## config.mk

```make
export PLATFORM = sky130hd
export DESIGN_NAME = a429_rx_deframer_flat
export DESIGN_NICKNAME = d
export VERILOG_FILES = /design/src/rtl/a429_rx_deframer_pkg.sv /design/src/rtl/a429_rx_deframer_if.sv /design/src/rtl/a429_rx_filter.sv /design/src/rtl/a429_rx_deframer.sv /design/src/flat_wrapper.sv
export SDC_FILE = /design/constraint.sdc
export NUM_CORES = 1
export LEC_CHECK = 0
export CORE_MARGIN = 1.5
export CORE_UTILIZATION = 50
export DETAILED_ROUTE_END_ITERATION = 10
export PLACE_DENSITY = 0.84
export SLEW_MARGIN = 25
export SYNTH_ARGS = -nofsm -noshare
export SYNTH_HDL_FRONTEND = slang
export SYNTH_SLANG_ARGS = --single-unit
```

## constraint.sdc

```tcl
create_clock -name clk -period 5.45 [get_ports clk]
set_input_delay 1.09 -clock clk [delete_from_list [all_inputs] [get_ports clk]]
set_output_delay 1.09 -clock clk [all_outputs]
set_load 0.02 [all_outputs]
```

## src/rtl/a429_rx_deframer_pkg.sv

```systemverilog
// ----------------------------------------------------------------------------
// a429_rx_deframer_pkg
// Shared definitions for the ARINC429 receive path: FSM state encoding,
// line level codes ({A,B}), timer width and the bit-time helper that turns
// a clock frequency and a bit rate into clock cycles per bit.
// ----------------------------------------------------------------------------
package a429_rx_deframer_pkg;

    localparam int TIMER_W = 13;
    localparam int WORD_W  = 32;

    typedef enum logic [2:0] {
        ST_SYNC    = 3'd0,
        ST_IDLE    = 3'd1,
        ST_BIT_ON  = 3'd2,
        ST_BIT_OFF = 3'd3,
        ST_DONE    = 3'd4
    } a429_state_e;

    // Encoded as {A,B} so the synchronised pin pair maps directly onto it.
    typedef enum logic [1:0] {
        LVL_NULL = 2'b00,
        LVL_LO   = 2'b01,
        LVL_HI   = 2'b10,
        LVL_ILL  = 2'b11
    } a429_level_e;

    function automatic int bit_time(input int clk_hz, input int bps);
        return clk_hz / bps;
    endfunction

endpackage

```

## src/rtl/a429_rx_deframer_if.sv

```systemverilog
// ----------------------------------------------------------------------------
// a429_rx_deframer_if
// Groups the ARINC line pins, rate select and the received-word outputs.
//   RxA, RxB, rec_rate_sel : line side -> deframer
//   rx_word, rx_dat24      : last good word and its 24-bit payload
//   rx_valid, rx_par_err   : new-word pulse and parity flag of that word
//   rx_frm_err, rx_busy    : frame-abort pulse, word-in-progress level
//   state_dbg              : current receive FSM state
// Handshake: rx_valid is a one-cycle pulse with no backpressure; rx_word,
// rx_dat24 and rx_par_err are stable from that cycle until the next pulse,
// so a consumer may sample them on the pulse or at any time afterwards.
// ----------------------------------------------------------------------------
interface a429_rx_deframer_if;
    import a429_rx_deframer_pkg::*;

    logic        RxA;
    logic        RxB;
    logic        rec_rate_sel;
    logic [31:0] rx_word;
    logic [23:0] rx_dat24;
    logic        rx_valid;
    logic        rx_par_err;
    logic        rx_frm_err;
    logic        rx_busy;
    a429_state_e state_dbg;

    modport master (
        output RxA, RxB, rec_rate_sel,
        input  rx_word, rx_dat24, rx_valid, rx_par_err, rx_frm_err, rx_busy, state_dbg
    );

    modport slave (
        input  RxA, RxB, rec_rate_sel,
        output rx_word, rx_dat24, rx_valid, rx_par_err, rx_frm_err, rx_busy, state_dbg
    );

endinterface

```

## src/rtl/a429_rx_filter.sv

```systemverilog
// ----------------------------------------------------------------------------
// a429_rx_filter
// Two-flop synchroniser on the line pair followed by a glitch filter: the
// filtered level only moves to a new code once that code has been sampled
// GLITCH_CLKS times in a row.
//   clk, rst   : system clock, synchronous active-high reset
//   rx_a, rx_b : asynchronous ARINC line pins
//   level      : filtered line level
//   level_chg  : one-cycle strobe, high on the cycle level takes a new value
// ----------------------------------------------------------------------------
module a429_rx_filter
    import a429_rx_deframer_pkg::*;
#(
    parameter int GLITCH_CLKS = 8
) (
    input  logic        clk,
    input  logic        rst,
    input  logic        rx_a,
    input  logic        rx_b,
    output a429_level_e level,
    output logic        level_chg
);

    localparam int               CNT_W   = $clog2(GLITCH_CLKS + 1);
    localparam logic [CNT_W-1:0] CNT_MAX = CNT_W'(GLITCH_CLKS);

    logic [1:0]       meta_q, sync_q;
    logic [1:0]       cand_q, cand_d;
    logic [CNT_W-1:0] cnt_q, cnt_d;
    a429_level_e      level_q, level_d;
    logic             chg_q, chg_d;

    always_comb begin
        cand_d  = cand_q;
        cnt_d   = cnt_q;
        level_d = level_q;
        chg_d   = 1'b0;
        // cand/cnt track the run length of the current synchronised code.
        if (sync_q != cand_q) begin
            cand_d = sync_q;
            cnt_d  = CNT_W'(1);
        end else if (cnt_q != CNT_MAX) begin
            cnt_d = cnt_q + CNT_W'(1);
        end
        if ((cnt_d == CNT_MAX) && (a429_level_e'(cand_d) != level_q)) begin
            level_d = a429_level_e'(cand_d);
            chg_d   = 1'b1;
        end
    end

    always_ff @(posedge clk) begin
        if (rst) begin
            meta_q  <= 2'b00;
            sync_q  <= 2'b00;
            cand_q  <= 2'b00;
            cnt_q   <= '0;
            level_q <= LVL_NULL;
            chg_q   <= 1'b0;
        end else begin
            meta_q  <= {rx_a, rx_b};
            sync_q  <= meta_q;
            cand_q  <= cand_d;
            cnt_q   <= cnt_d;
            level_q <= level_d;
            chg_q   <= chg_d;
        end
    end

    assign level     = level_q;
    assign level_chg = chg_q;

endmodule

```

## src/rtl/a429_rx_deframer.sv

```systemverilog
// ----------------------------------------------------------------------------
// a429_rx_deframer
// ARINC429 receive front end: conditions the bipolar RZ line, times each bit,
// shifts 32 bits LSB first and delivers the word with an odd-parity flag.
//   clk, rst : system clock, synchronous active-high reset
//   bus      : slave side of a429_rx_deframer_if (line pins, rate select,
//              received word/payload, valid/parity/frame-error/busy, state)
// ----------------------------------------------------------------------------
module a429_rx_deframer
    import a429_rx_deframer_pkg::*;
#(
    parameter int CLK_HZ      = 50_000_000,
    parameter int HI_BPS      = 100_000,
    parameter int LO_BPS      = 12_500,
    parameter int GLITCH_CLKS = 8,
    parameter int GAP_BITS    = 2
) (
    input logic               clk,
    input logic               rst,
    a429_rx_deframer_if.slave bus
);

    localparam int T_HI = bit_time(CLK_HZ, HI_BPS);
    localparam int T_LO = bit_time(CLK_HZ, LO_BPS);

    localparam logic [TIMER_W-1:0] HI_T   = TIMER_W'(T_HI);
    localparam logic [TIMER_W-1:0] HI_T34 = TIMER_W'((T_HI * 3) / 4);
    localparam logic [TIMER_W-1:0] HI_T32 = TIMER_W'((T_HI * 3) / 2);
    localparam logic [TIMER_W-1:0] HI_GAP = TIMER_W'(T_HI * GAP_BITS);
    localparam logic [TIMER_W-1:0] LO_T   = TIMER_W'(T_LO);
    localparam logic [TIMER_W-1:0] LO_T34 = TIMER_W'((T_LO * 3) / 4);
    localparam logic [TIMER_W-1:0] LO_T32 = TIMER_W'((T_LO * 3) / 2);
    localparam logic [TIMER_W-1:0] LO_GAP = TIMER_W'(T_LO * GAP_BITS);

    a429_level_e        level;
    logic               level_chg;
    a429_state_e        state_q, state_d;
    logic [TIMER_W-1:0] timer_q, timer_d;
    logic [5:0]         bit_cnt_q, bit_cnt_d;
    logic [31:0]        shift_q, shift_d;
    logic [31:0]        word_q, word_d;
    logic               valid_q, valid_d;
    logic               par_q, par_d;
    logic               frm_q, frm_d;
    logic               rate_q;

    logic [TIMER_W-1:0] t_bit, t_34, t_32, t_gap;
    logic               rate_chg, new_bit, abort;

    a429_rx_filter #(.GLITCH_CLKS(GLITCH_CLKS)) u_filter (
        .clk       (clk),
        .rst       (rst),
        .rx_a      (bus.RxA),
        .rx_b      (bus.RxB),
        .level     (level),
        .level_chg (level_chg)
    );

    assign t_bit    = bus.rec_rate_sel ? HI_T   : LO_T;
    assign t_34     = bus.rec_rate_sel ? HI_T34 : LO_T34;
    assign t_32     = bus.rec_rate_sel ? HI_T32 : LO_T32;
    assign t_gap    = bus.rec_rate_sel ? HI_GAP : LO_GAP;
    assign rate_chg = (rate_q != bus.rec_rate_sel);
    assign new_bit  = level_chg && ((level == LVL_HI) || (level == LVL_LO));

    always_comb begin
        state_d   = state_q;
        timer_d   = (timer_q == '1) ? timer_q : timer_q + TIMER_W'(1);
        bit_cnt_d = bit_cnt_q;
        shift_d   = shift_q;
        word_d    = word_q;
        valid_d   = 1'b0;
        par_d     = par_q;
        frm_d     = 1'b0;
        abort     = 1'b0;

        case (state_q)
            ST_SYNC: begin
                if (level != LVL_NULL) begin
                    timer_d = '0;
                end else if (timer_q >= t_gap) begin
                    state_d = ST_IDLE;
                end
            end
            ST_IDLE: begin
                if (level == LVL_ILL) begin
                    abort = 1'b1;
                end else if (new_bit) begin
                    shift_d   = {level == LVL_HI, shift_q[31:1]};
                    bit_cnt_d = 6'd1;
                    timer_d   = '0;
                    state_d   = ST_BIT_ON;
                end
            end
            ST_BIT_ON: begin
                if (level == LVL_ILL) begin
                    abort = 1'b1;
                end else if (level == LVL_NULL) begin
                    state_d = ST_BIT_OFF;
                end else if (timer_q >= t_bit) begin
                    abort = 1'b1;
                end
            end
            ST_BIT_OFF: begin
                if (level == LVL_ILL) begin
                    abort = 1'b1;
                end else if (new_bit) begin
                    // Early edge means rate mismatch; a 33rd bit means no gap.
                    if ((timer_q < t_34) || (bit_cnt_q == 6'd32)) begin
                        abort = 1'b1;
                    end else begin
                        shift_d   = {level == LVL_HI, shift_q[31:1]};
                        bit_cnt_d = bit_cnt_q + 6'd1;
                        timer_d   = '0;
                        state_d   = ST_BIT_ON;
                    end
                end else if (bit_cnt_q == 6'd32) begin
                    if (timer_q >= t_bit) begin
                        state_d = ST_DONE;
                    end
                end else if (timer_q > t_32) begin
                    abort = 1'b1;
                end
            end
            ST_DONE: begin
                word_d    = shift_q;
                valid_d   = 1'b1;
                par_d     = ~^shift_q;
                bit_cnt_d = '0;
                timer_d   = '0;
                state_d   = ST_SYNC;
            end
            default: begin
                state_d = ST_SYNC;
                timer_d = '0;
            end
        endcase

        if (abort) begin
            frm_d     = 1'b1;
            bit_cnt_d = '0;
            timer_d   = '0;
            state_d   = ST_SYNC;
        end

        // A rate switch silently drops whatever is in flight.
        if (rate_chg) begin
            frm_d     = 1'b0;
            valid_d   = 1'b0;
            word_d    = word_q;
            par_d     = par_q;
            bit_cnt_d = '0;
            timer_d   = '0;
            state_d   = ST_SYNC;
        end
    end

    always_ff @(posedge clk) begin
        if (rst) begin
            state_q   <= ST_SYNC;
            timer_q   <= '0;
            bit_cnt_q <= '0;
            shift_q   <= '0;
            word_q    <= '0;
            valid_q   <= 1'b0;
            par_q     <= 1'b0;
            frm_q     <= 1'b0;
            rate_q    <= 1'b0;
        end else begin
            state_q   <= state_d;
            timer_q   <= timer_d;
            bit_cnt_q <= bit_cnt_d;
            shift_q   <= shift_d;
            word_q    <= word_d;
            valid_q   <= valid_d;
            par_q     <= par_d;
            frm_q     <= frm_d;
            rate_q    <= bus.rec_rate_sel;
        end
    end

    assign bus.rx_word    = word_q;
    assign bus.rx_dat24   = word_q[31:8];
    assign bus.rx_valid   = valid_q;
    assign bus.rx_par_err = par_q;
    assign bus.rx_frm_err = frm_q;
    assign bus.rx_busy    = (state_q == ST_BIT_ON) || (state_q == ST_BIT_OFF);
    assign bus.state_dbg  = state_q;

endmodule
```

## src/flat_wrapper.sv

```systemverilog
// flat-port wrapper written by rule: the top's interface ports become plain ports
module a429_rx_deframer_flat import a429_rx_deframer_pkg::*;
#(
    parameter int CLK_HZ      = 50_000_000,
    parameter int HI_BPS      = 100_000,
    parameter int LO_BPS      = 12_500,
    parameter int GLITCH_CLKS = 8,
    parameter int GAP_BITS    = 2
)
  (clk, rst, bus_RxA, bus_RxB, bus_rec_rate_sel, bus_rx_word, bus_rx_dat24, bus_rx_valid, bus_rx_par_err, bus_rx_frm_err, bus_rx_busy, bus_state_dbg);
  a429_rx_deframer_if bus_i ();
  input logic clk;
  input logic rst;
  input wire logic [$bits(bus_i.RxA)-1:0] bus_RxA;
  input wire logic [$bits(bus_i.RxB)-1:0] bus_RxB;
  input wire logic [$bits(bus_i.rec_rate_sel)-1:0] bus_rec_rate_sel;
  output wire logic [$bits(bus_i.rx_word)-1:0] bus_rx_word;
  output wire logic [$bits(bus_i.rx_dat24)-1:0] bus_rx_dat24;
  output wire logic [$bits(bus_i.rx_valid)-1:0] bus_rx_valid;
  output wire logic [$bits(bus_i.rx_par_err)-1:0] bus_rx_par_err;
  output wire logic [$bits(bus_i.rx_frm_err)-1:0] bus_rx_frm_err;
  output wire logic [$bits(bus_i.rx_busy)-1:0] bus_rx_busy;
  output wire logic [$bits(bus_i.state_dbg)-1:0] bus_state_dbg;
  assign bus_i.RxA = bus_RxA;
  assign bus_i.RxB = bus_RxB;
  assign bus_i.rec_rate_sel = bus_rec_rate_sel;
  assign bus_rx_word = bus_i.rx_word;
  assign bus_rx_dat24 = bus_i.rx_dat24;
  assign bus_rx_valid = bus_i.rx_valid;
  assign bus_rx_par_err = bus_i.rx_par_err;
  assign bus_rx_frm_err = bus_i.rx_frm_err;
  assign bus_rx_busy = bus_i.rx_busy;
  assign bus_state_dbg = bus_i.state_dbg;
  a429_rx_deframer #(.CLK_HZ(CLK_HZ), .HI_BPS(HI_BPS), .LO_BPS(LO_BPS), .GLITCH_CLKS(GLITCH_CLKS), .GAP_BITS(GAP_BITS)) u_core (.clk(clk), .rst(rst), .bus(bus_i));
endmodule
```

=== After elaboration in Yosys (flattened, before gate mapping) ===
Index checks and enable logic that the tools add are counted.

* Logic and storage cells: 118
* Bits in writable memories: 0
* Bits in registers: 103
* Memory bits (read-only): 0
* Output and inout port bits: 63
* Latch bits: 0
* Bits of input ports: 5
* Memories: 0

* Shifts and indexed selects: 0
* Equal/unequal tests: 26
* $lt $le $gt $ge: 4
* Divide/modulo/power cells: 0
* Bitwise gates (word level): 1
* Add/subtract/negate cells: 3
* Reduce and logical (&&, ||, !) cells: 17
* Muxes and demuxes: 52
* $mul: 0

{| class="wikitable"
|+ Operators by type and width
! kind !! number
|-
| $mux W32 || 5
|-
| $mux W13 || 9
|-
| $pmux W32 S2 || 1
|-
| $pmux W13 S4 || 1
|-
| $mux W3 || 11
|-
| $reduce_xnor A32 Y1 || 1
|-
| $mux W6 || 5
|-
| $ge A13 B13 Y1 || 2
|-
| $mux W12 || 2
|-
| $pmux W6 S3 || 1
|-
| $add A13 B1 Y13 const B || 1
|-
| $eq A13 B13 Y1 const B || 1
|-
| $gt A13 B13 Y1 || 1
|-
| $lt A13 B13 Y1 || 1
|-
| $mux W1 || 12
|-
| $pmux W3 S4 || 1
|-
| $reduce_and A6 Y1 || 2
|-
| $ne A2 B2 Y1 const B || 5
|-
| $reduce_and A10 Y1 || 1
|-
| $mux W4 || 2
|-
| $ne A2 B1 Y1 const B || 4
|-
| $add A6 B1 Y6 const B || 1
|-
| $eq A3 B2 Y1 const B || 2
|-
| $eq A6 B6 Y1 const B || 1
|-
| 23 further kinds || 30
|}

=== Longest topological paths before layout ===
Gate-level depths: netlist of the first run.

* Word-level depth: 8
* Gate-level depth with buffers: 11
* Depth with buffers taken out: 8

=== By module ===
From an unflattened synthesis of the first run, not the netlist that was laid out.

* Cell total of the unflattened synthesis: 593
* Area, all modules: 5260.0 um2

{| class="wikitable"
|+ By module, submodules not included
! module !! area an instance (um2) !! cells an instance !! times used !! sequential area each (um2)
|-
| a429_rx_deframer || 4737.0 || 543 || 1 || 1801.7
|-
| a429_rx_filter || 523.0 || 50 || 1 || 260.2
|}

=== Worst setup path before layout of the first run ===
OpenSTA, ideal clock, no wires.

* Kind: input-to-reg
* Start: input port bus_rec_rate_sel
* End: register u_core.bit_cnt_q[3]
* Data arrival time: 3.010 ns
* Stages: 9
* Setup slack: 2.355 ns
* Buffers on the path: 1
* Data required time: 5.364 ns
* Cells stage by stage: inv_1 -> ha_1 -> and4b_1 -> a221o_1 -> a31oi_1 -> o21a_1 -> buf_4 -> or4_1 -> a211oi_1

* Cells in the longest elaborated chain, start to end: 8

{| class="wikitable"
|+ RTL lines
! item !! line !! text
|-
| from (decl) || flat_wrapper.sv:16 || <nowiki>input wire logic [$bits(bus_i.rec_rate_sel)-1:0] bus_rec_rate_sel;</nowiki>
|-
| $mux W13 or $mux W12 (tied branches) || a429_rx_deframer.sv:61, a429_rx_deframer.sv:60 ||
|-
| $gt A13 B13 Y1 or $lt A13 B13 Y1 (tied branches) || a429_rx_deframer.sv:121, a429_rx_deframer.sv:109 ||
|-
| $mux W1 or $logic_or A1 B1 Y1 (tied branches) || a429_rx_deframer.sv:121, a429_rx_deframer.sv:109 ||
|-
| $mux W1, on equally long branches || a429_rx_deframer.sv:117, a429_rx_deframer.sv:109 ||
|-
| $mux W1 || a429_rx_deframer.sv:107 || <nowiki>end else if (new_bit) begin</nowiki>
|-
| $mux W1 || a429_rx_deframer.sv:105 || <nowiki>if (level == LVL_ILL) begin</nowiki>
|-
| $pmux W1 S3 || a429_rx_deframer.sv:77 || <nowiki>case (state_q)</nowiki>
|-
| $reduce_or A3 Y1 (no line) || - ||
|-
| to (signal assigned) || a429_rx_deframer.sv:172 || <nowiki>bit_cnt_q <= bit_cnt_d;</nowiki>
|-
| to (decl) || a429_rx_deframer.sv:39 || <nowiki>logic [5:0] bit_cnt_q, bit_cnt_d;</nowiki>
|}

Parallel ways exist; a longest one is shown, timed or not.
A chain may end at the register's enable or synchronous reset.

=== Worst setup path after layout of the first run ===
* Start: input port bus_rec_rate_sel
* End: register u_core.timer_q[2]

* Cells in the longest elaborated chain, start to end: 8

{| class="wikitable"
|+ RTL lines
! item !! line !! text
|-
| $mux W13 or $mux W12 (tied branches) || a429_rx_deframer.sv:61, a429_rx_deframer.sv:60 ||
|-
| $gt A13 B13 Y1 or $lt A13 B13 Y1 (tied branches) || a429_rx_deframer.sv:121, a429_rx_deframer.sv:109 ||
|-
| $mux W1 or $logic_or A1 B1 Y1 (tied branches) || a429_rx_deframer.sv:121, a429_rx_deframer.sv:109 ||
|-
| $mux W1, on equally long branches || a429_rx_deframer.sv:117, a429_rx_deframer.sv:109 ||
|-
| $mux W1 || a429_rx_deframer.sv:107 ||
|-
| $mux W1 || a429_rx_deframer.sv:105 ||
|-
| $pmux W1 S3 || a429_rx_deframer.sv:77 ||
|-
| $reduce_or A3 Y1 (no line) || - ||
|-
| to (signal assigned) || a429_rx_deframer.sv:171 || <nowiki>timer_q <= timer_d;</nowiki>
|-
| to (decl) || a429_rx_deframer.sv:38 || <nowiki>logic [TIMER_W-1:0] timer_q, timer_d;</nowiki>
|}

Parallel ways exist; a longest one is shown, timed or not.

==> impl_metrics.py, run 1 <==
metrics = {
    "grt": {
        "grt_max_degree": 80,
        "grt_antenna_before_repair": 0,
        "grt_pass1_wl_um": 19520,
        "grt-ovfl-total": 0,
        "use_met3_pct": 3.433,
        "grt-busiest-layer": "met2",
        "track_usage_pct": 20.92,
        "grt_pass1_vias": 4348,
        "grt.met2_usage_pct": 35.21,
        "met1_usage_pct": 26.61,
    },
    "cts": {
        "numCtsBuffers": 9,
        "cts_buffer_depth": 2,
        "hold_buffers": 0,
        "numClockSinks": 103,
        "clk_latency_ns": 0.38,
        "clk_pin_slew_worst_paths_ns": 0.11,
        "cts_setup_buffers": 0,
        "htreeDepth": 3,
        "cts_tree": "done",
        "cts_root_buffer": "clkbuf_8",
        "cts_resized": 0,
    },
    "worst_setup_path": {
        "cp-end-kind": "flop",
        "critPathBufInv": 3,
        "r2r_setup_slack_ns": 2.58,
        "crit_chain": "clkdlybuf4s50_1 > inv_1 > ha_1 > and4b_1 > a221o_1 > a31oi_1 > o21a_1 > buf_4 > o21bai_2 > nor4_1",
        "slowest_delay_ns": 0.82,
        "cp.depth": 10,
        "r2r-end": "u_core.timer_q[2]",
        "setup.worst_path.class": "in -> reg",
        "crit_path_start_kind": "input port",
        "crit_fanout": 46,
        "rr_startpoint": "u_core.timer_q[6]",
        "cp_top_family": "buffers and inverters",
        "slowest_stage": "clkdlybuf4s50_1",
        "critPathArrivalTime_ns": 4.59,
        "r2r_cells": 8,
        "crit_required_ns": 5.74,
    },
    "flow_run": {
        "drv_cap": 0,
    },
    "timing": {
        "slew_viol_final": 0,
        "final-setup-viol-count": 0,
        "worst_slack_ns": 1.148,
        "maxSlewHeadroom_pct": 36.80,
        "hold_ws_ns": 0.4597,
        "rsz0062_at_grt": "no",
        "clock.fmax_mhz": 232.4,
        "worst_pin_slew_ns": 0.9480,
        "finalHoldViolations": 0,
        "min_period_ns": 4.302,
        "fin_tns_setup_ns": 0,
        "period_share_pct": 78.94,
        "clock_skew_ns": 0.01413,
    },
    "power": {
        "p_per_area_nw_per_um2": 214.2,
        "combPwrFrac_pct": 3.8,
        "seqPwrFrac_pct": 58.6,
        "switchingPower_uw": 340.1,
        "sw_frac_of_total_pct": 26.17,
        "pwr-share-clk_pct": 37.5,
        "peakVddDrop_mv": 0.1213,
        "cellLeakagePower_nw": 2.003,
        "power_mw": 1.300,
        "p_int_uw": 959.6,
    },
    "synth": {
        "yosysSeqAreaShare_pct": 38.76,
        "synth_nets": 671,
        "yosysWarnings": 0,
        "avgSynthCellArea_um2": 8.326,
        "synth_top_area_share_pct": 38.76,
        "synthFlopType": "dfxtp_1",
        "synth.area.top_cells": "dfxtp_1 (39%), a21oi_1 (7.2%), ha_1 (6.3%)",
        "yosys.area.top_type": "dfxtp_1",
        "ys_ff_latch": 103,
        "yosysUniqueCellTypes": 56,
        "netlist_area_um2": 5320,
        "synthCells": 639,
        "synth-edff-count": 0,
        "async_reset_ff_share_pct": 0,
    },
    "outcome": {
        "status": "finished, final reports clean",
    },
    "final_layout": {
        "antenna_cells": 0,
        "syn_to_final_growth_pct": 14.06,
        "fin_nets": 692,
        "drive_gt1_share_pct": 6.767,
    },
    "drt": {
        "ant_nets": 0,
        "vias_per_cell": 5.734,
        "vias": 4593,
        "first_pass_iters": 7,
        "wl_per_cell_um": 14.46,
        "remaining_drc_errors": 0,
        "wl_um": 11580,
        "drt_iter0_markers": 383,
    },
    "place": {
        "hpwl_um": 7820,
        "routabilityCongestion": 0.8847,
        "post-place-ws_ns": 0.7638,
        "port_buffers": 67,
    },
    "floorplan": {
        "io_pins": 68,
        "die_y_um": 106.2,
        "initial_core_util_pct": 51.53,
        "core_area_um2": 10320,
        "placement_rows": 37,
        "die_area_um2": 11270,
        "fp.dieW_um": 106.2,
    },
    "hold_path": {
        "hp-start": "u_core.u_filter.meta_q[0]",
        "hold_class": "reg -> reg",
        "min_path_cells": 1,
        "hold_end": "u_core.u_filter.sync_q[0]",
    },
}
sequential cells by signal (all words and copies together) (netlist names), 2 cells and up:
| register | count |
|---|---|
| u_core.bus.state_dbg | 3 |
| u_core.u_filter.meta_q | 2 |
| u_core.bit_cnt_q | 6 |
| u_core.bus.rx_word | 32 |
| u_core.shift_q | 32 |
| u_core.u_filter.level | 2 |
| u_core.u_filter.sync_q | 2 |
| u_core.u_filter.cand_q | 2 |
| u_core.u_filter.cnt_q | 4 |
| u_core.timer_q | 13 |
cell families (layout without fill, tap and decap cells):
group	count (synthesis)	count (layout)	synth area share, %
AOI/OAI and AO/OA	158	158	17.05
xor gates and xnor gates	45	45	7.408
adders and majority gates	27	27	6.350
buffers and inverters	84	110	8.184
DFF	103	103	38.76
muxes	4	4	0.7526
and+or+nand+nor	218	218	21.50
layout by cell type (no fill, tap or decap), drive strengths merged, types with 5 or more instances in the layout:
master,Yosys,final
o211ai,5,5
nand4,5,5
nor2,24,24
a211oi,7,7
ha,27,27
nor3,6,6
xnor2,36,36
o21ai,43,43
xor2,9,9
nor2b,15,15
nor4,18,18
inv,21,24
a21oi,77,77
buf,36,7
clkbuf,27,9
nand3,39,39
dfxtp,103,103
clkdlybuf4s50,0,66
nand2,83,83
or4,5,5
Yosys cell counts, types with 2 or more instances:
cell / count
o31ai_1: 4
nor4b_1: 2
nand4_1: 5
xor2_1: 9
nand2_1: 83
dfxtp_1: 103
or3_1: 3
or4_1: 5
buf_4: 29
nor4_2: 10
nand4b_1: 3
and2_1: 2
o21a_1: 3
inv_1: 20
nand3_1: 39
a221oi_1: 2
a21oi_1: 77
mux2i_1: 4
clkbuf_1: 27
nor4_1: 8
a211oi_1: 7
and3b_1: 2
buf_1: 3
xnor2_1: 36
o211ai_1: 5
nor3_1: 5
nor2b_1: 15
ha_1: 27
a21o_1: 3
buf_2: 3
nor2_1: 24
and3_1: 2
o21ai_1: 2
or2_2: 3
o21ai_0: 41
a31oi_1: 3
routing by layer:
layer | share of wire [%] | wire length, um | vias up
met2 | 48 | 5608 | 167
met4 | 1.9 | 223 | 0
met1 | 44 | 5115 | 2159
li1 | - | - | 2242
met3 | 5.5 | 632 | 25
met5 | 0 | 0 | -
power by group through the flow:
stage	Sequential, mW	Combinational, mW	Clock [mW]
after floorplan	0.778	0.0384	0
after global placement	0.779	0.0464	0
after detailed placement	0.779	0.0491	0
after CTS	0.762	0.0495	0.493
after global routing	0.763	0.0565	0.528
final	0.762	0.0498	0.488
how the worst max path moves through the flow:
stage                startpoint  slack, ns                  end
2_1_floorplan  bus_rec_rate_sel       2.35  u_core.bit_cnt_q[3]
3_3_place_gp   bus_rec_rate_sel       0.97    u_core.timer_q[0]
3_5_place_dp   bus_rec_rate_sel       0.76    u_core.timer_q[2]
4_1_cts        bus_rec_rate_sel       1.15    u_core.timer_q[2]
5_1_grt        bus_rec_rate_sel       0.82    u_core.timer_q[2]
6_report       bus_rec_rate_sel       1.15    u_core.timer_q[2]
per-stage QoR:
step	cell area (um^2)	util (%)	instances
after floorplan	5320	-	639
after global placement	5857	56.73	785
after detailed placement	5857	56.73	785
after CTS	6067	58.77	801
after global routing	6068	58.78	801
final	6068	58.78	801
cell type report:
| cell class | instances | area [um^2] |
|---|---|---|
| multi-input combinational | 452 | 2836 |
| sequential | 103 | 2062 |
| fill | 879 | 4255 |
| clock inverter | 7 | 86.33 |
| tap | 136 | 170.2 |
| clock buffer | 9 | 123.9 |
| timing repair buffer | 73 | 710.7 |
| inverter | 21 | 78.83 |
Note: power is estimated with default switching activity, not from simulation.
==> run 2, diff against run 1 <==
Settings changed: PLACE_DENSITY 0.84 to 0.87.
Clock period 5.45 ns to 3.67 ns, I/O delays scaled along.
==> impl_metrics.py, run 2 (synthesis results as in run 1) <==
metrics = {
    "worst_setup_path": {
        "crit_fanout": 26,
        "r2r_cells": 8,
        "r2r-end": "u_core.bit_cnt_q[5]",
        "crit_chain": "clkdlybuf4s50_1 > inv_1 > ha_1 > and4b_1 > a221o_1 > a31oi_1 > o21a_1 > buf_4 > or4_1 > a211oi_1",
        "crit_required_ns": 3.98,
        "critPathBufInv": 3,
        "setup.worst_path.class": "in -> reg",
        "cp-end-kind": "flop",
        "r2r_setup_slack_ns": 1.05,
        "crit_path_start_kind": "input port",
        "slowest_delay_ns": 0.53,
        "slowest_stage": "or4_1",
        "rr_startpoint": "u_core.timer_q[7]",
        "critPathArrivalTime_ns": 3.46,
        "cp_top_family": "buffers and inverters",
    },
    "final_layout": {
        "drive_gt1_share_pct": 7.025,
        "syn_to_final_growth_pct": 15.19,
        "finalNonFillerCells": 805,
        "fillers": 833,
        "final_cell_mix": "dfxtp_1 (103), nand2_1 (83), a21oi_1 (77)",
        "seqCellArea_um2": 2062,
        "fin_nets": 696,
        "multiInputGateArea_um2": 2835,
        "antenna_cells": 0,
        "final_common_cell": "dfxtp_1",
    },
    "timing": {
        "worst_pin_slew_ns": 0.8833,
        "final-setup-viol-count": 0,
        "period_share_pct": 85.87,
        "rsz0062_at_grt": "no",
        "fin_tns_setup_ns": 0,
        "clock_skew_ns": 0.01553,
        "clock.fmax_mhz": 317.3,
        "maxSlewHeadroom_pct": 41.12,
        "min_period_ns": 3.151,
        "slew_viol_final": 0,
        "hold_ws_ns": 0.4664,
        "finalHoldViolations": 0,
        "worst_slack_ns": 0.5186,
    },
    "grt": {
        "track_usage_pct": 21.07,
        "met1_usage_pct": 26.04,
        "grt_pass1_wl_um": 19600,
        "grt-busiest-layer": "met2",
        "grt-ovfl-total": 0,
        "grt_max_degree": 67,
        "grt_antenna_before_repair": 0,
        "grt.met2_usage_pct": 35.94,
        "use_met3_pct": 3.004,
        "grt_pass1_vias": 4277,
    },
    "floorplan": {
        "fp.dieW_um": 106.2,
        "die_y_um": 106.2,
        "io_pins": 68,
        "core_area_um2": 10320,
        "initial_core_util_pct": 51.53,
        "die_area_um2": 11270,
        "placement_rows": 37,
    },
    "drt": {
        "ant_nets": 0,
        "vias_per_cell": 5.748,
        "drt_iter0_markers": 320,
        "wl_per_cell_um": 14.38,
        "wl_um": 11580,
        "remaining_drc_errors": 0,
        "vias": 4627,
        "first_pass_iters": 5,
    },
    "hold_path": {
        "hold_end": "u_core.u_filter.sync_q[1]",
        "hold_class": "reg -> reg",
        "min_path_cells": 1,
        "hp-start": "u_core.u_filter.meta_q[1]",
    },
    "outcome": {
        "status": "finished, final reports clean",
    },
    "cts": {
        "cts_tree": "done",
        "hold_buffers": 0,
        "htreeDepth": 3,
        "cts_buffer_depth": 2,
        "cts_root_buffer": "clkbuf_8",
        "clk_latency_ns": 0.39,
        "cts_setup_buffers": 0,
        "numClockSinks": 103,
        "cts_resized": 0,
        "clk_pin_slew_worst_paths_ns": 0.10,
        "numCtsBuffers": 9,
    },
    "place": {
        "port_buffers": 67,
        "hpwl_um": 8148,
        "dp.cells": 789,
        "post-place-ws_ns": 0.1259,
        "routabilityCongestion": 0.8495,
    },
    "power": {
        "cellLeakagePower_nw": 2.035,
        "p_per_area_nw_per_um2": 330.1,
        "peakVddDrop_mv": 0.2028,
        "power_mw": 2.023,
    },
    "flow_run": {
        "drv_cap": 0,
    },
}
-- run 2: cell count changes in the layout (fill, tap and decap cells not counted), sizes merged --
cell	before	now
inv	24	23
bufinv	0	2
clkinv	4	0
clkbuf	9	11
buf	7	11
clkinvlp	0	1
-- run 2: per-layer routing --
metal,share of wire (%),vias to the layer above,routed length [um]
met5,0,-,0
met4,2.8,0,325
met3,4.8,38,552
met2,49,155,5701
met1,43,2184,4997
li1,-,2250,-
-- run 2: power by group --
part | total, mW | internal, mW | switching [mW] | leakage [nW]
sequential | 1.13 | 1.12 | 0.00727 | 0.831
combinational | 0.0786 | 0.0296 | 0.0490 | 1.09
clock | 0.813 | 0.410 | 0.403 | 0.112
-- run 2: worst max path at each step --
stage,endpoint,cells past startpoint,start
floorplan,u_core.bit_cnt_q[3],9,bus_rec_rate_sel
global placement,u_core.bit_cnt_q[4],10,bus_rec_rate_sel
detailed placement,u_core.bit_cnt_q[5],10,bus_rec_rate_sel
CTS,u_core.bit_cnt_q[5],10,bus_rec_rate_sel
global route,u_core.bit_cnt_q[0],10,bus_rec_rate_sel
finish,u_core.bit_cnt_q[5],10,bus_rec_rate_sel
-- run 2: cell type report --
class                   count  area share, %
repair buffers             77          12.29
clock buffers              11          2.307
well taps                 136          2.777
inverters                  21          1.286
flip-flops and latches    103          33.65
clock inverters             5          1.429
multi-input cells         452          46.26
-- run 2: through the flow --
step	instance area [um^2]	util [%]
5_1_grt	6128	59.36
3_3_place_gp	5899	57.14
6_report	6128	59.36
2_1_floorplan	5320	-
3_5_place_dp	5899	57.14
4_1_cts	6128	59.36
-- run 2: worst reg2reg max path, cell delays in order (launching register included) --
cell and delay (ns):
dfxtp_1 0.50, ha_1 0.33, and4b_1 0.28, a221o_1 0.14, a31oi_1 0.06, o21a_1 0.25, buf_4 0.23, or4_1 0.53
a211oi_1 0.23
==> run 3, diff against run 2 <==
Settings changed: ABC_AREA set to 1, PLACE_DENSITY 0.87 to 0.86, SKIP_CTS_REPAIR_TIMING set to 1.
==> impl_metrics.py, run 3 <==
metrics = {
    "outcome": {
        "status": "finished, final reports clean",
    },
    "final_layout": {
        "finalNonFillerCells": 1006,
        "final_common_cell": "nand2_1",
        "final_cell_mix": "nand2_1 (215), nor2_1 (117), dfxtp_1 (103)",
        "fin_nets": 893,
        "drive_gt1_share_pct": 5.774,
        "fin_util_pct": 59.73,
        "antenna_cells": 0,
        "syn_to_final_growth_pct": 14.83,
    },
    "floorplan": {
        "initial_core_util_pct": 52.02,
        "die_y_um": 109.9,
        "core_area_um2": 10980,
        "fp.dieW_um": 109.9,
        "io_pins": 68,
        "die_area_um2": 12080,
        "placement_rows": 38,
    },
    "cts": {
        "clk_latency_ns": 0.35,
        "htreeDepth": 3,
        "clk_pin_slew_worst_paths_ns": 0.07,
        "cts_tree": "done",
        "cts_root_buffer": "clkbuf_16",
        "cts_buffer_depth": 2,
        "numCtsBuffers": 9,
        "numClockSinks": 103,
    },
    "synth": {
        "synth_top_area_share_pct": 36.09,
        "yosysSeqAreaShare_pct": 36.09,
        "yosysMostFrequentCell": "nand2_1",
        "synth-edff-count": 0,
        "synthFlopType": "dfxtp_1",
        "synth_nets": 860,
        "yosys.area.top_type": "dfxtp_1",
        "yosysWarnings": 0,
        "avgSynthCellArea_um2": 6.900,
        "synth.area.top_cells": "dfxtp_1 (36%), nand2_1 (14%), nor2_1 (7.7%)",
        "yosys-top-cells-count": "nand2_1 (215), nor2_1 (117), dfxtp_1 (103)",
        "yosysUniqueCellTypes": 32,
        "netlist_area_um2": 5713,
        "synthCells": 828,
        "async_reset_ff_share_pct": 0,
        "ys_ff_latch": 103,
    },
    "drt": {
        "vias": 5170,
        "ant_nets": 0,
        "first_pass_iters": 5,
        "drt_iter0_markers": 303,
        "wl_um": 11990,
        "wl_per_cell_um": 11.92,
        "vias_per_cell": 5.139,
        "remaining_drc_errors": 0,
    },
    "worst_setup_path": {
        "crit_chain": "clkdlybuf4s50_1 > inv_1 > ha_1 > inv_1 > nand3_1 > nor2_1 > nand2_1 > nand2_1 > nand2_2 > nand2_2 > buf_4 > nand3_1 > a21oi_1",
        "slowest_stage": "clkdlybuf4s50_1",
        "crit_fanout": 27,
        "crit_required_ns": 3.94,
        "cp_top_family": "buffers and inverters",
        "crit_path_start_kind": "input port",
        "critPathArrivalTime_ns": 3.31,
        "setup.worst_path.class": "in -> reg",
        "critPathBufInv": 4,
        "slowest_delay_ns": 0.60,
        "cp-end-kind": "flop",
    },
    "timing": {
        "period_share_pct": 82.79,
        "fin_tns_setup_ns": 0,
        "worst_pin_slew_ns": 0.8672,
        "finalHoldViolations": 0,
        "slew_viol_final": 0,
        "maxSlewHeadroom_pct": 42.12,
        "min_period_ns": 3.038,
        "rsz0062_at_grt": "no",
        "clock_skew_ns": 0.01442,
        "worst_slack_ns": 0.6317,
        "clock.fmax_mhz": 329.1,
        "final-setup-viol-count": 0,
    },
    "place": {
        "port_buffers": 67,
        "routabilityCongestion": 0.9109,
        "dp.cells": 990,
        "hpwl_um": 8495,
        "post-place-ws_ns": 0.3435,
    },
    "grt": {
        "grt-ovfl-total": 0,
        "grt_pass1_wl_um": 20340,
        "grt_pass1_vias": 4663,
        "grt_antenna_before_repair": 0,
        "grt_max_degree": 46,
        "track_usage_pct": 20.94,
    },
    "power": {
        "power_mw": 2.167,
        "cellLeakagePower_nw": 2.835,
        "p_per_area_nw_per_um2": 330.3,
        "peakVddDrop_mv": 0.2060,
    },
    "flow_run": {
        "drv_cap": 0,
    },
    "hold_path": {
        "hold_class": "reg -> reg",
    },
}
-- run 3: cell count changes in the layout (fill, tap and decap cells not counted), moves of 10 or more --
| cell | before | now |
|---|---|---|
| nand2_1 | 83 | 215 |
| nor2_1 | 23 | 117 |
| inv_1 | 20 | 69 |
| a21oi_1 | 77 | 53 |
| xnor2_1 | 36 | 15 |
| nand3_1 | 39 | 58 |
| nor2b_1 | 15 | 0 |
| xor2_1 | 9 | 24 |
| nor2_2 | 1 | 12 |
| nor4_2 | 10 | 0 |
-- run 3: metal layers --
layer | wire length, um | GRT usage, % | vias to the layer above
met5 | 0 | 0 | -
met4 | 219 | 8.534 | 0
met3 | 506 | 3.616 | 21
met2 | 5861 | 36.69 | 132
met1 | 5404 | 25.24 | 2346
li1 | - | - | 2671
-- run 3: final timing paths --
path | startpoint | to | slack (ns) | depth (start not counted)
min | u_core.u_filter.meta_q[1] | u_core.u_filter.sync_q[1] | 0.40 | 2
max reg2reg | u_core.timer_q[11] | u_core.shift_q[11] | 1.32 | 12
max | bus_rec_rate_sel | u_core.shift_q[11] | 0.63 | 13
min reg2reg | u_core.u_filter.meta_q[1] | u_core.u_filter.sync_q[1] | 0.40 | 2
-- run 3: area by class of cell --
type	instances	area, um^2
flip-flops and latches	103	2062
multi-input cells	601	3033
repair buffers	73	715.7
clock buffers	10	239.0
well taps	140	175.2
clock inverters	6	61.31
fillers	965	4423
inverters	73	274.0
-- run 3: kinds of logic after synthesis --
| logic type | share of synthesized area (%) |
|---|---|
| simple gates | 32.02 |
| buf+inv | 10.82 |
| compound gates | 9.177 |
| flops | 36.09 |
| xor+xnor | 5.979 |
| fa+ha+maj | 5.913 |
-- run 3: tightest hold or removal path, cell delays in order, from the launching register on --
cell and delay, ns:
dfxtp_1 0.30, inv_1 0.04, nor2_1 0.03
-- run 3: report_power, final --
group	internal [mW]	leakage (nW)	switching (mW)	total, mW
Sequential	1.12	0.831	0.00631	1.13
Combinational	0.0302	1.86	0.0592	0.0894
Clock	0.496	0.144	0.452	0.947
-- run 3: per-stage QoR --
stage,hold WS (ns),cell area [um^2]
6_report,0.4025,6560
5_1_grt,0.4291,6560
4_1_cts,0.4032,6560
3_5_place_dp,0.3940,6260
3_3_place_gp,0.3911,6260
2_1_floorplan,0.3883,5713
